### src/rtl/ball_motion.sv
// Ball position register, per-frame stepping FSM and registered raster overlap flags.
// Define BALL_CLAMP_EN to clamp the ball inside the visible area instead of wrapping.
module ball_motion #(
    parameter int unsigned H_ACTIVE        = 640,
    parameter int unsigned V_ACTIVE        = 480,
    parameter int unsigned BALL_SIZE       = 8,
    parameter int unsigned SPEED           = 2,
    parameter int unsigned FRAMES_PER_STEP = 1,
    parameter int unsigned SERVE_FRAMES    = 60
) (
    input  logic       i_Clk,
    input  logic       i_Reset,
    input  logic [9:0] i_HCount,
    input  logic [9:0] i_VCount,
    input  logic       i_Frame_Start,
    input  logic       i_HDir,
    input  logic       i_VDir,
    input  logic       i_Serve,
    output logic [9:0] o_Ball_X,
    output logic [9:0] o_Ball_Y,
    output logic       o_HBall,
    output logic       o_VBall,
    output logic       o_Draw_Ball,
    output logic       o_Moving
);

    typedef enum logic {
        SERVE,
        MOVE
    } state_t;

    localparam logic [9:0] X_CENTRE   = 10'((H_ACTIVE - BALL_SIZE) / 2);
    localparam logic [9:0] Y_CENTRE   = 10'((V_ACTIVE - BALL_SIZE) / 2);
    localparam logic [7:0] SERVE_LAST = 8'(SERVE_FRAMES - 1);
    localparam logic [7:0] STEP_LAST  = 8'(FRAMES_PER_STEP - 1);

    state_t     state, state_n;
    logic [7:0] frame_cnt, frame_cnt_n;
    logic [9:0] ball_x_n, ball_y_n;
    logic       h_hit, v_hit;

    // One axis step in 11 bits so the sums and differences never alias.
    function automatic logic [9:0] step_pos(input logic [9:0] pos, input logic neg,
                                            input logic [10:0] active);
        logic [10:0] p;
        logic [10:0] spd;
        logic [10:0] res;
        p   = {1'b0, pos};
        spd = 11'(SPEED);
`ifdef BALL_CLAMP_EN
        if (!neg)
            res = (p + spd > active - 11'(BALL_SIZE)) ? active - 11'(BALL_SIZE) : p + spd;
        else
            res = (p < spd) ? '0 : p - spd;
`else
        if (!neg)
            res = (p + spd > active - 11'd1) ? p + spd - active : p + spd;
        else
            res = (p < spd) ? p + active - spd : p - spd;
`endif
        return 10'(res);
    endfunction

    always_comb begin
        state_n     = state;
        frame_cnt_n = frame_cnt;
        ball_x_n    = o_Ball_X;
        ball_y_n    = o_Ball_Y;
        if (i_Serve) begin
            state_n     = SERVE;
            frame_cnt_n = '0;
            ball_x_n    = X_CENTRE;
            ball_y_n    = Y_CENTRE;
        end else if (i_Frame_Start) begin
            case (state)
                SERVE: begin
                    if (frame_cnt == SERVE_LAST) begin
                        frame_cnt_n = '0;
                        state_n     = MOVE;
                    end else begin
                        frame_cnt_n = frame_cnt + 8'd1;
                    end
                end
                MOVE: begin
                    if (frame_cnt == STEP_LAST) begin
                        frame_cnt_n = '0;
                        ball_x_n    = step_pos(o_Ball_X, i_HDir, 11'(H_ACTIVE));
                        ball_y_n    = step_pos(o_Ball_Y, i_VDir, 11'(V_ACTIVE));
                    end else begin
                        frame_cnt_n = frame_cnt + 8'd1;
                    end
                end
                default: state_n = SERVE;
            endcase
        end
    end

    always_ff @(posedge i_Clk or posedge i_Reset) begin
        if (i_Reset) begin
            state     <= SERVE;
            frame_cnt <= '0;
            o_Ball_X  <= X_CENTRE;
            o_Ball_Y  <= Y_CENTRE;
        end else begin
            state     <= state_n;
            frame_cnt <= frame_cnt_n;
            o_Ball_X  <= ball_x_n;
            o_Ball_Y  <= ball_y_n;
        end
    end

    assign o_Moving = (state == MOVE);

    // Span compare is unmasked so blanking-region overlap still reaches direction control.
    always_comb begin
        h_hit = ({1'b0, i_HCount} >= {1'b0, o_Ball_X}) &&
                ({1'b0, i_HCount} <  {1'b0, o_Ball_X} + 11'(BALL_SIZE));
        v_hit = ({1'b0, i_VCount} >= {1'b0, o_Ball_Y}) &&
                ({1'b0, i_VCount} <  {1'b0, o_Ball_Y} + 11'(BALL_SIZE));
    end

    always_ff @(posedge i_Clk or posedge i_Reset) begin
        if (i_Reset) begin
            o_HBall     <= 1'b0;
            o_VBall     <= 1'b0;
            o_Draw_Ball <= 1'b0;
        end else begin
            o_HBall     <= h_hit;
            o_VBall     <= v_hit;
            o_Draw_Ball <= h_hit && v_hit;
        end
    end

endmodule

### config.mk
export PLATFORM = sky130hd
export DESIGN_NAME = ball_motion
export DESIGN_NICKNAME = d
export VERILOG_FILES = /design/src/rtl/ball_motion.sv
export SDC_FILE = /design/constraint.sdc
export NUM_CORES = 1
export LEC_CHECK = 0
export CAP_MARGIN = 5
export CORE_MARGIN = 2
export CORE_UTILIZATION = 35
export CTS_BUF_LIST = sky130_fd_sc_hd__clkbuf_4
export CTS_CLUSTER_DIAMETER = 150
export DETAILED_ROUTE_END_ITERATION = 8
export PLACE_DENSITY = 0.65
export SYNTH_ARGS = -nofsm -noshare
export SYNTH_HDL_FRONTEND = slang
export SYNTH_SLANG_ARGS = --single-unit
### constraint.sdc
create_clock -name i_Clk -period 2.31 [get_ports i_Clk]
set_clock_uncertainty 0.1 [all_clocks]
set_input_delay 0.3465 -clock i_Clk [delete_from_list [all_inputs] [get_ports i_Clk]]
set_output_delay 0.3465 -clock i_Clk [all_outputs]
set_load 0.02 [all_outputs]
==> flow_summary_export.csv <==
group,metric,value,unit
yosys,yosys_register_bits,30,
routing,drtIter0Drc,127,
yosys,synth_top_cell_by_area,"ha_1",
routing,postRouteAntennaNets,0,
floorplan,num_rows,34,
yosys,ys_seq_area_share,24.5,%
placed_design,hpwl,6.73,mm
setup_path,rr_endpoint,"o_Draw_Ball$_DFF_PP0_",
sta,hold_viol_final,0,
layout,fin_nets,546,
global_routing,grt_usage,18.6,%
yosys,synth_cell_types,60,
clock_network,path_clk_slew,110,ps
routing,drc_errors,0,
setup_path,crit_type,"flip-flop to flip-flop",
global_routing,grt_pass1_vias,3224,
clock_network,cts_buffers,5,
floorplan,die_area,9660,µm²
sta,max_freq,402,MHz
power,p_per_area,240,nW/µm²
floorplan,die_w,98.3,µm
floorplan,fp.dieH,98.3,µm
clock_network,cts_sinks,30,
floorplan,ios,50,
routing,wl_per_cell,15.1,µm
global_routing,grt_pass1_wl,15.1,mm
yosys,synth_area_per_cell,8.30,µm²
power,total_power,1050,µW
outcome,outcome,"finished, violations left",
layout,fill_cells,822,
clock_network,clockBufferDepth,2,
layout,n_antenna_cell,0,
yosys,synthArstFlopShare,100,%
clock_network,cts_tree,"built",
hold_path,hold_path_class,"input port to asynchronous set/reset pin",
setup_path,cp_data_arrival_time,2690,ps
setup_path,rrSetupSlack,-180,ps
yosys,ys.flop_type,"dfrtp_1",
setup_path,end_kind,"flip-flop",
yosys,syn_area,3110,µm²
routing,routed_via_density,5.48,
routing,wl,8.81,mm
yosys,synth_area_leaders,"ha_1, dfrtp_1, dfstp_2, xnor2_1, nor2_1",
setup_path,cp_max_fo,5,
yosys,synth_edf_count,0,
setup_path,reg2reg_depth,9,
yosys,synth.most_common_cell,"ha_1",
floorplan,core,8680,µm²
global_routing,globalRouteOverflowTotal,0,
setup_path,required,2510,ps
layout,area_growth,41.3,%
setup_path,start_kind,"flip-flop",
routing,dr.pass1.iters,4,
setup_path,crit_path_top_delay_cell,"dfstp_2",
sta,period_minus_slack,2490,ps
clock_network,cts.htree.levels,2,
yosys,synthCells,375,
routing,num_vias,3207,
floorplan,initial_core_util,35.9,%
yosys,synthTopCellsByCount,"ha_1, nor2_1, nand2_1",
sta,rsz0062_at_grt,"yes",
layout,layout-drive-gt1-share,26.2,%
placed_design,io_buffers,45,
yosys,synth.top_cell.area_share,17.7,%
clock_network,clk_latency,350,ps
sta,drv_slew,0,
job,max_cap_viol_count,0,
power,irDropWorstVdd,0.131,mV
placed_design,dp_slack,-259,ps
setup_path,r2r_start,"o_Ball_X[3]$_DFFE_PP1P_",
placed_design,gp_congestion,0.894,
yosys,yosys_warnings,0,
sta,fin_crit_sh,108,%
power,power.leakage,0.00188,µW
sta,finalSetupViolCount,5,
global_routing,grt_max_degree,31,
sta,setup_ws,-177,ps
setup_path,worstPathCellList,"inv_1, ha_1, inv_1, ha_1, nor2b_1, a221oi_2, o21ai_1, a221oi_2, and2_1",
clock_network,clock-root-buffer,"clkbuf_4",
outcome,violations,"setup timing",
setup_path,max_stage_delay,600,ps
global_routing,antenna_found_initial,0,
==> state kept, by name, indices dropped and copies added (netlist names) <==
register,count
o_Ball_X,9
o_VBall,1
o_Moving,1
frame_cnt,8
o_HBall,1
o_Draw_Ball,1
o_Ball_Y,9
==> through the flow <==
step	util, %	cells	setup TNS, ps	hold slack (ps)	instance area [µm²]
finish	50.7	585	-595	277	4400
global route	50.7	585	-1240	329	4400
CTS	49.5	582	-572	295	4290
detailed placement	47.3	569	-2920	455	4110
global placement	47.3	569	-2790	445	4110
floorplan	-	376	-526	330	3180
==> worst max-delay path: cells and delay by family, from the launching register on <==
kind,cells,cell delay [ps]
buffers and inverters,2,120
adder cells (fa/ha/maj),2,590
AO/OA/AOI/OAI,3,710
flip-flops,1,600
AND/OR/NAND/NOR,2,320
==> final cells by class <==
cell class / count / area [µm²] / share of cell area (%)
Timing Repair Buffer: 116 / 983 / 22.4
Inverter: 26 / 97.6 / 2.22
Sequential cell: 30 / 763 / 17.4
Tap cell: 108 / 135 / 3.07
Clock buffer: 6 / 45.0 / 1.02
Multi-Input combinational cell: 297 / 2360 / 53.8
Clock inverter: 2 / 8.76 / 0.199
==> cells by family (layout without fill, tap and decap cells) <==
kind of cell | after synthesis | in the layout | synth area share (%)
AND/OR/NAND/NOR | 125 | 125 | 20.2
XOR/XNOR | 30 | 30 | 8.44
buffers and inverters | 49 | 150 | 6.75
other | 1 | 2 | 0.120
AO/OA/AOI/OAI | 92 | 92 | 21.0
adder cells (fa/ha/maj) | 44 | 44 | 17.7
multiplexers | 4 | 4 | 1.29
flip-flops | 30 | 30 | 24.5
==> worst max path at each step <==
stage,from,to,depth (start not counted)
3_3_place_gp,i_Frame_Start,o_Ball_Y[8]$_DFFE_PP0P_,7
2_1_floorplan,o_Ball_X[5]$_DFFE_PP1P_,o_Ball_X[7]$_DFFE_PP0P_,11
6_report,o_Ball_X[3]$_DFFE_PP1P_,o_Draw_Ball$_DFF_PP0_,9
5_1_grt,o_Ball_X[3]$_DFFE_PP1P_,o_Draw_Ball$_DFF_PP0_,9
3_5_place_dp,o_Ball_X[2]$_DFFE_PP1P_,o_Ball_X[9]$_DFFE_PP0P_,8
4_1_cts,o_Ball_Y[3]$_DFFE_PP1P_,o_Draw_Ball$_DFF_PP0_,9
==> metal layers <==
| layer | vias up | global-route usage (%) | routed length, µm |
|---|---|---|---|
| met5 | - | 0 | 0 |
| met2 | 107 | 30.8 | 4180 |
| met4 | 0 | 5.06 | 130 |
| met1 | 1524 | 25.0 | 3990 |
| li1 | 1562 | - | - |
| met3 | 14 | 3.44 | 512 |
==> cells in the final DEF, fill, tap and decap left out, types with 5 or more instances in the layout <==
master            n
xnor2_1          22
clkdlybuf4s50_1  45
ha_4              5
nand3_1          14
o21a_1            5
nand4_1           7
a31oi_1           9
nor3_1           11
a21oi_1          11
nand2_1          27
buf_4            71
o21ai_0          16
dfrtp_1          20
clkbuf_4          6
nor2_1           29
ha_1             39
dfstp_2          10
xor2_1            5
inv_1            21
==> timing repair <==
| action | CTS | global route |
|---|---|---|
| buffers inserted | 5 | 3 |
| pin swaps | 11 | 11 |
| endpoints found under the setup margin | 6 | 10 |
| hold buffers | 0 | 0 |
| resized for setup | 19 | 14 |
==> power by group <==
| part | internal (µW) | switching, µW |
|---|---|---|
| logic | 102 | 97.5 |
| registers | 533 | 4.10 |
| clock network | 126 | 193 |
(Power assumes the default switching activity.)
